==> src/rtl/mult_div_unit.sv <==
// Iterative MULT/MULTU/DIV/DIVU unit with architectural HI/LO; results land WIDTH+1 cycles after start is accepted.
// No input backpressure: requests (including MTHI/MTLO) arriving while busy are dropped; abort cancels the operation.
module mult_div_unit #(
  parameter int WIDTH = 32,
  parameter int OPW   = 3
) (
  input  logic             clock,
  input  logic             resetN,
  input  logic             start,
  input  logic [OPW-1:0]   opSel,
  input  logic [WIDTH-1:0] A,
  input  logic [WIDTH-1:0] B,
  input  logic             abort,
  output logic             busy,
  output logic             done,
  output logic [WIDTH-1:0] hi,
  output logic [WIDTH-1:0] lo
);

  localparam int CW = (WIDTH > 1) ? $clog2(WIDTH) : 1;

  localparam logic [OPW-1:0] OP_MULT  = OPW'(0);
  localparam logic [OPW-1:0] OP_MULTU = OPW'(1);
  localparam logic [OPW-1:0] OP_DIV   = OPW'(2);
  localparam logic [OPW-1:0] OP_DIVU  = OPW'(3);
  localparam logic [OPW-1:0] OP_MTHI  = OPW'(4);
  localparam logic [OPW-1:0] OP_MTLO  = OPW'(5);

  localparam logic [CW-1:0] LAST_ITER = CW'(WIDTH - 1);

  typedef enum logic [1:0] {
    S_IDLE   = 2'd0,
    S_RUN    = 2'd1,
    S_FINISH = 2'd2
  } state_t;

  state_t           state_q, state_d;
  logic [CW-1:0]    cnt_q, cnt_d;
  logic             is_mul_q, is_mul_d;
  logic             neg_a_q, neg_a_d;
  logic             neg_b_q, neg_b_d;
  logic             b_zero_q, b_zero_d;
  logic [WIDTH-1:0] a_q, a_d;
  logic [WIDTH-1:0] opb_q, opb_d;
  logic [WIDTH-1:0] acc_hi_q, acc_hi_d;
  logic [WIDTH-1:0] acc_lo_q, acc_lo_d;
  logic [WIDTH-1:0] hi_q, hi_d;
  logic [WIDTH-1:0] lo_q, lo_d;
  logic             done_q, done_d;

  // Request decode: signed ops iterate on magnitudes and fix signs at the end.
  logic             req_mul, req_div, req_signed;
  logic [WIDTH-1:0] a_mag, b_mag;

  assign req_mul    = (opSel == OP_MULT) || (opSel == OP_MULTU);
  assign req_div    = (opSel == OP_DIV)  || (opSel == OP_DIVU);
  assign req_signed = (opSel == OP_MULT) || (opSel == OP_DIV);
  assign a_mag      = (req_signed && A[WIDTH-1]) ? -A : A;
  assign b_mag      = (req_signed && B[WIDTH-1]) ? -B : B;

  // One shift-add step: multiplier sits in acc_lo and is shifted out as the product shifts in.
  logic [WIDTH:0]   add_sum;
  logic [WIDTH-1:0] mul_hi_nxt, mul_lo_nxt;
  assign add_sum    = {1'b0, acc_hi_q} + {1'b0, (acc_lo_q[0] ? opb_q : {WIDTH{1'b0}})};
  assign mul_hi_nxt = add_sum[WIDTH:1];
  assign mul_lo_nxt = {add_sum[0], acc_lo_q[WIDTH-1:1]};

  // One restoring step: dividend shifts out of acc_lo into the partial remainder, quotient bits shift in.
  logic [WIDTH:0]   rem_sh, rem_diff;
  logic [WIDTH-1:0] div_hi_nxt, div_lo_nxt;
  assign rem_sh     = {acc_hi_q, acc_lo_q[WIDTH-1]};
  assign rem_diff   = rem_sh - {1'b0, opb_q};
  assign div_hi_nxt = rem_diff[WIDTH] ? rem_sh[WIDTH-1:0] : rem_diff[WIDTH-1:0];
  assign div_lo_nxt = {acc_lo_q[WIDTH-2:0], ~rem_diff[WIDTH]};

  logic [2*WIDTH-1:0] prod_mag, prod;
  logic [WIDTH-1:0]   quo, rem, res_hi, res_lo;
  assign prod_mag = {acc_hi_q, acc_lo_q};
  assign prod     = (neg_a_q ^ neg_b_q) ? -prod_mag : prod_mag;
  assign quo      = (neg_a_q ^ neg_b_q) ? -acc_lo_q : acc_lo_q;
  assign rem      = neg_a_q ? -acc_hi_q : acc_hi_q;

  always_comb begin
    res_hi = rem;
    res_lo = quo;
    if (is_mul_q) begin
      res_hi = prod[2*WIDTH-1:WIDTH];
      res_lo = prod[WIDTH-1:0];
    end else if (b_zero_q) begin
      res_hi = a_q;
      res_lo = {WIDTH{1'b1}};
    end
  end

  always_comb begin
    state_d  = state_q;
    cnt_d    = cnt_q;
    is_mul_d = is_mul_q;
    neg_a_d  = neg_a_q;
    neg_b_d  = neg_b_q;
    b_zero_d = b_zero_q;
    a_d      = a_q;
    opb_d    = opb_q;
    acc_hi_d = acc_hi_q;
    acc_lo_d = acc_lo_q;
    hi_d     = hi_q;
    lo_d     = lo_q;
    done_d   = 1'b0;

    unique case (state_q)
      S_IDLE: begin
        if (start && !abort) begin
          if (req_mul || req_div) begin
            state_d  = S_RUN;
            cnt_d    = '0;
            is_mul_d = req_mul;
            neg_a_d  = req_signed && A[WIDTH-1];
            neg_b_d  = req_signed && B[WIDTH-1];
            b_zero_d = (B == '0);
            a_d      = A;
            opb_d    = req_mul ? a_mag : b_mag;
            acc_hi_d = '0;
            acc_lo_d = req_mul ? b_mag : a_mag;
          end else if (opSel == OP_MTHI) begin
            hi_d = A;
          end else if (opSel == OP_MTLO) begin
            lo_d = A;
          end
        end
      end
      S_RUN: begin
        if (abort) begin
          state_d = S_IDLE;
        end else begin
          acc_hi_d = is_mul_q ? mul_hi_nxt : div_hi_nxt;
          acc_lo_d = is_mul_q ? mul_lo_nxt : div_lo_nxt;
          cnt_d    = cnt_q + 1'b1;
          if (cnt_q == LAST_ITER) begin
            state_d = S_FINISH;
          end
        end
      end
      S_FINISH: begin
        state_d = S_IDLE;
        if (!abort) begin
          hi_d   = res_hi;
          lo_d   = res_lo;
          done_d = 1'b1;
        end
      end
      default: state_d = S_IDLE;
    endcase
  end

  always_ff @(posedge clock or negedge resetN) begin
    if (!resetN) begin
      state_q  <= S_IDLE;
      cnt_q    <= '0;
      is_mul_q <= 1'b0;
      neg_a_q  <= 1'b0;
      neg_b_q  <= 1'b0;
      b_zero_q <= 1'b0;
      a_q      <= '0;
      opb_q    <= '0;
      acc_hi_q <= '0;
      acc_lo_q <= '0;
      hi_q     <= '0;
      lo_q     <= '0;
      done_q   <= 1'b0;
    end else begin
      state_q  <= state_d;
      cnt_q    <= cnt_d;
      is_mul_q <= is_mul_d;
      neg_a_q  <= neg_a_d;
      neg_b_q  <= neg_b_d;
      b_zero_q <= b_zero_d;
      a_q      <= a_d;
      opb_q    <= opb_d;
      acc_hi_q <= acc_hi_d;
      acc_lo_q <= acc_lo_d;
      hi_q     <= hi_d;
      lo_q     <= lo_d;
      done_q   <= done_d;
    end
  end

  assign busy = (state_q != S_IDLE);
  assign done = done_q;
  assign hi   = hi_q;
  assign lo   = lo_q;

endmodule

==> config.mk <==
export PLATFORM = sky130hd
export DESIGN_NAME = mult_div_unit
export DESIGN_NICKNAME = d
export VERILOG_FILES = /design/src/rtl/mult_div_unit.sv
export SDC_FILE = /design/constraint.sdc
export NUM_CORES = 1
export LEC_CHECK = 0
export BUFFER_PORTS_ARGS = -buffer_cell sky130_fd_sc_hd__buf_2
export CAP_MARGIN = 20
export CELL_PAD_IN_SITES_DETAIL_PLACEMENT = 1
export CELL_PAD_IN_SITES_GLOBAL_PLACEMENT = 1
export CORE_ASPECT_RATIO = 0.9
export CORE_MARGIN = 8
export CORE_UTILIZATION = 35
export DETAILED_ROUTE_END_ITERATION = 8
export PLACE_DENSITY = 0.74
export SETUP_SLACK_MARGIN = 0.05
export SYNTH_ARGS = -nofsm -noshare
export SYNTH_HDL_FRONTEND = slang
export SYNTH_SLANG_ARGS = --single-unit
==> constraint.sdc <==
create_clock -name clock -period 3 [get_ports clock]
set_input_delay 0.15 -clock clock [delete_from_list [all_inputs] [get_ports clock]]
set_output_delay 0.15 -clock clock [all_outputs]
set_load 0.01 [all_outputs]
==> run summary <==
==================================================================================================
Status .............................................................................. finished, violations left
Violated checks ..................................................................... negative setup slack
Total Routed Length .................................................................     81970 um
Crit path top cell by count ......................................................... sky130_fd_sc_hd__buf_12
Slack of the critical path ..........................................................  -0.05708 ns
Longest Clk Path Bufs ...............................................................            3
Vias in the first global route ......................................................        20250
Sum of negative setup slack .........................................................   -0.2651 ns
Maximum Capacitance Violations ......................................................            0
Total stage count of the critical path ..............................................           14
Crit. End Element ...................................................................    flip-flop
Clock insertion delay at the later pin of the skew report ...........................      0.56 ns
Sw frac .............................................................................       0.4605
Endpoint required time on the critical path .........................................      3.48 ns
Series of cell instances along the critical path .................................... inv_2, buf_12, buf_12, nor2_2, ha_1, a21o_1, a211oi_2, nor3_2, a2111o_1, a31oi_2, buf_6, nor3_4, mux2_4, o211ai_1
Number of max-slew violations in the final report ...................................            0
Width of the die ....................................................................     252.4 um
Design Power ........................................................................     20.27 mW
Number of diodes ....................................................................            0
Cts bufs inserted ...................................................................           26
Startpoint of the worst hold path ...................................................        A[12]
Top cell type's share of synthesized area ...........................................       0.2901
Share of async-settable or async-resettable flops after synthesis ...................        1.000
Root Buffer ......................................................................... sky130_fd_sc_hd__clkbuf_16
CTS tree ............................................................................          yes
RD Place Congestion .................................................................       0.9417
Violation count after the first detailed-routing iteration ..........................         1698
Path type of the worst setup path ...................................................      reg2reg
Worst Hold Margin ...................................................................   0.02587 ns
Worst-margin pin slew ...............................................................    0.7816 ns
Total count of hold-check failures in the final report ..............................            0
Area grow syn2layout ................................................................       29.11%
Share of post-route cells with drive strength above 1 ...............................       0.2525
Syn_area_per_cell ...................................................................   7.675 um^2
Final standard cell utilization of the core .........................................       0.4538
CP startpoint .......................................................................  acc_lo_q[0]
Most frequent cell after synthesis .................................................. sky130_fd_sc_hd__nand2_1
Sequential power share ..............................................................        0.203
F_max ...............................................................................    327.1 MHz
Clock power frac ....................................................................        0.177
Top delay family on crit path ....................................................... compound AO/OA/AOI/OAI gates
Number of I/O pins ..................................................................          137
Top cells by area, synth ............................................................ sky130_fd_sc_hd__dfrtp_1, sky130_fd_sc_hd__nand2_1, sky130_fd_sc_hd__o21ai_0
Number of synthesized register bits .................................................          204
Largest stage delay on the critical path ............................................      0.40 ns
Sequential area share after synthesis ...............................................       0.2901
Gate power share ....................................................................        0.620
Min-Delay Path Class ................................................................       in2reg
Power density relative to cell area ................................................. 891.9 mW/mm^2
Top cells by instance count after synthesis ......................................... sky130_fd_sc_hd__nand2_1, sky130_fd_sc_hd__nor2_1, sky130_fd_sc_hd__o21ai_0
Initial antenna violation count .....................................................            2
Core outline area ................................................................... 0.05007 mm^2
Gate count of the mapped netlist ....................................................         2293
Total setup violations reported at the end of the flow ..............................            9
Number of nets in the layout ........................................................         2729
Cell type with the largest total area after synthesis ............................... sky130_fd_sc_hd__dfrtp_1
Clock transition time at the flip-flop clock pins of the worst setup and hold paths .      0.07 ns
Clock net sink count ................................................................          204
Unrepaired setup endpoints after global routing .....................................          yes
Final routed wire length divided by cell count ......................................     24.94 um
Internal power ......................................................................     10.93 mW
Pin count of the biggest net entering global routing ................................           99
Static Leakage ......................................................................     10.06 nW
Largest vdd supply drop .............................................................    0.4283 mV
Aggregate global-route resource usage ...............................................       0.2684
Post-detail-place hpwl ..............................................................     60650 um
Ys flop type ........................................................................ sky130_fd_sc_hd__dfrtp_1
Initial core utilization ............................................................       0.3515
Slowest-stage cell, CP .............................................................. sky130_fd_sc_hd__dfrtp_1
Yosys warning total .................................................................            0
Worst Path Max Fanout ...............................................................            8
Synthesized area .................................................................... 0.01760 mm^2
H-tree depth ........................................................................            1
Die Outline Area .................................................................... 0.05773 mm^2
Length of the first detailed-routing pass in iterations .............................            5
Port-buffer cells ...................................................................          136
R2R cell count ......................................................................           14
Netlist cell types ..................................................................           98
Rows ................................................................................           78
Wire length of the first global-routing pass ........................................    123100 um
Number of flops mapped to enable cells by yosys .....................................            0
Die boundary height .................................................................     228.7 um
Final Critical Period ...............................................................     3.057 ns
Post-Route Skew .....................................................................   0.01063 ns
GRT overflow ........................................................................            0
Origin of the critical flop-to-flop path ............................................  acc_lo_q[0]
DR DRC count ........................................................................            0
Critical path buffer and inverter count .............................................            4
Number of cells on the worst hold path ..............................................            4
Sw power ............................................................................     9.333 mW
Startpoint types ....................................................................    flip-flop
Post-route clock period utilization .................................................        1.019
Average vias per placed instance ....................................................        5.977
Number of vias in the routed layout .................................................        19639
Remaining antenna violation count after routing .....................................            0
Number of nets in the synthesized netlist ...........................................         2436
Post-place setup slack ..............................................................   -0.2807 ns
Worst rel slew slack ................................................................       0.4789
Arrival @ worst endpoint ............................................................      3.54 ns
==================================================================================================
## cell families after synthesis
logic type / Yosys count / synth area share
adder cells (fa/ha/maj): 72 / 0.05204
AND/OR/NAND/NOR: 796 / 0.2129
flip-flops: 204 / 0.2901
buffers and inverters: 244 / 0.05666
AO/OA/AOI/OAI: 720 / 0.2544
multiplexers: 71 / 0.04145
XOR/XNOR: 186 / 0.09256
## metal layers
metal  track usage  wire length (um)
met1        0.3551             34510
met2        0.4349             37750
met3       0.05206              6125
met4       0.08856              3573
met5             0                10
## state kept, by name, summed over array words and instances, names as in the netlist, 2 cells and up
| signal | flops |
|---|---|
| a_q | 32 |
| acc_hi_q | 32 |
| acc_lo_q | 32 |
| hi | 32 |
| lo | 32 |
| opb_q | 32 |
| cnt_q | 5 |
| state_q | 2 |
## path summary, 6_finish.rpt
| kind | to | slack [ns] |
|---|---|---|
| max in group asynchronous | acc_hi_q[5] | 1.81 |
| max | acc_hi_q[24] | -0.06 |
| min | a_q[12] | 0.03 |
| max reg2reg | acc_hi_q[24] | -0.06 |
| min in group asynchronous | acc_hi_q[24] | 0.18 |
| min reg2reg | a_q[26] | 0.47 |
## through the flow
step / instance area, um^2 / std cells
2_1_floorplan: 17620 / 2293
6_report: 22720 / 3286
3_3_place_gp: 20350 / 3173
5_1_grt: 22720 / 3286
3_5_place_dp: 20350 / 3173
4_1_cts: 22050 / 3265
## cells in the final DEF, fill, tap and decap left out, types with 22 or more instances in the layout
cell,Yosys,routed
sky130_fd_sc_hd__nor3_1,64,56
sky130_fd_sc_hd__clkbuf_16,0,27
sky130_fd_sc_hd__nand2_1,325,320
sky130_fd_sc_hd__inv_1,74,67
sky130_fd_sc_hd__dlygate4sd3_1,0,27
sky130_fd_sc_hd__dfrtp_1,204,201
sky130_fd_sc_hd__a21oi_1,199,179
sky130_fd_sc_hd__o21ai_1,19,40
sky130_fd_sc_hd__nor2_1,206,194
sky130_fd_sc_hd__buf_2,13,136
sky130_fd_sc_hd__a21o_1,22,22
sky130_fd_sc_hd__nand3_1,45,39
sky130_fd_sc_hd__o22ai_1,39,38
sky130_fd_sc_hd__o21ai_0,205,173
sky130_fd_sc_hd__o211ai_1,42,42
sky130_fd_sc_hd__a31oi_1,27,24
sky130_fd_sc_hd__xor2_1,76,75
sky130_fd_sc_hd__buf_4,4,241
sky130_fd_sc_hd__ha_1,70,49
sky130_fd_sc_hd__mux2i_1,56,54
sky130_fd_sc_hd__xnor2_1,110,106
## tightest hold or removal path: cells and delay by family
| kind | cells | cell delay [ns] |
|---|---|---|
| buffers and inverters | 2 | 0.30 |
| and+or+nand+nor | 2 | 0.10 |
## layout make-up
class                           instances  area [um^2]
Sequential cell                       204         5111
Inverter                               76        287.8
Timing Repair Buffer                  433         3191
Clock inverter                         11        188.9
Tap cell                              680        850.8
Multi-Input combinational cell       1845        12330
Fill cell                            6089        27340
Clock buffer                           37        763.2
## power groups by stage
stage | Sequential, mW | Clock [mW] | Combinational, mW
after floorplan | 4.02 | 0 | 6.61
after global placement | 4.07 | 0 | 10.5
after detailed placement | 4.11 | 0 | 10.9
after CTS | 4.08 | 3.60 | 11.5
after global routing | 4.19 | 3.70 | 13.5
final | 4.12 | 3.58 | 12.6
## repair_timing
| item | 4_1_cts | 5_1_grt |
|---|---|---|
| setup endpoints to repair | 35 | 67 |
| hold endpoints to repair | 103 | 0 |
| cloned | 2 | 0 |
| pin swaps | 27 | 65 |
| gates resized for setup | 79 | 128 |
| buffers inserted | 15 | 22 |
| hold buffers | 27 | 0 |
No activity file was read; power rests on OpenSTA's default activity.
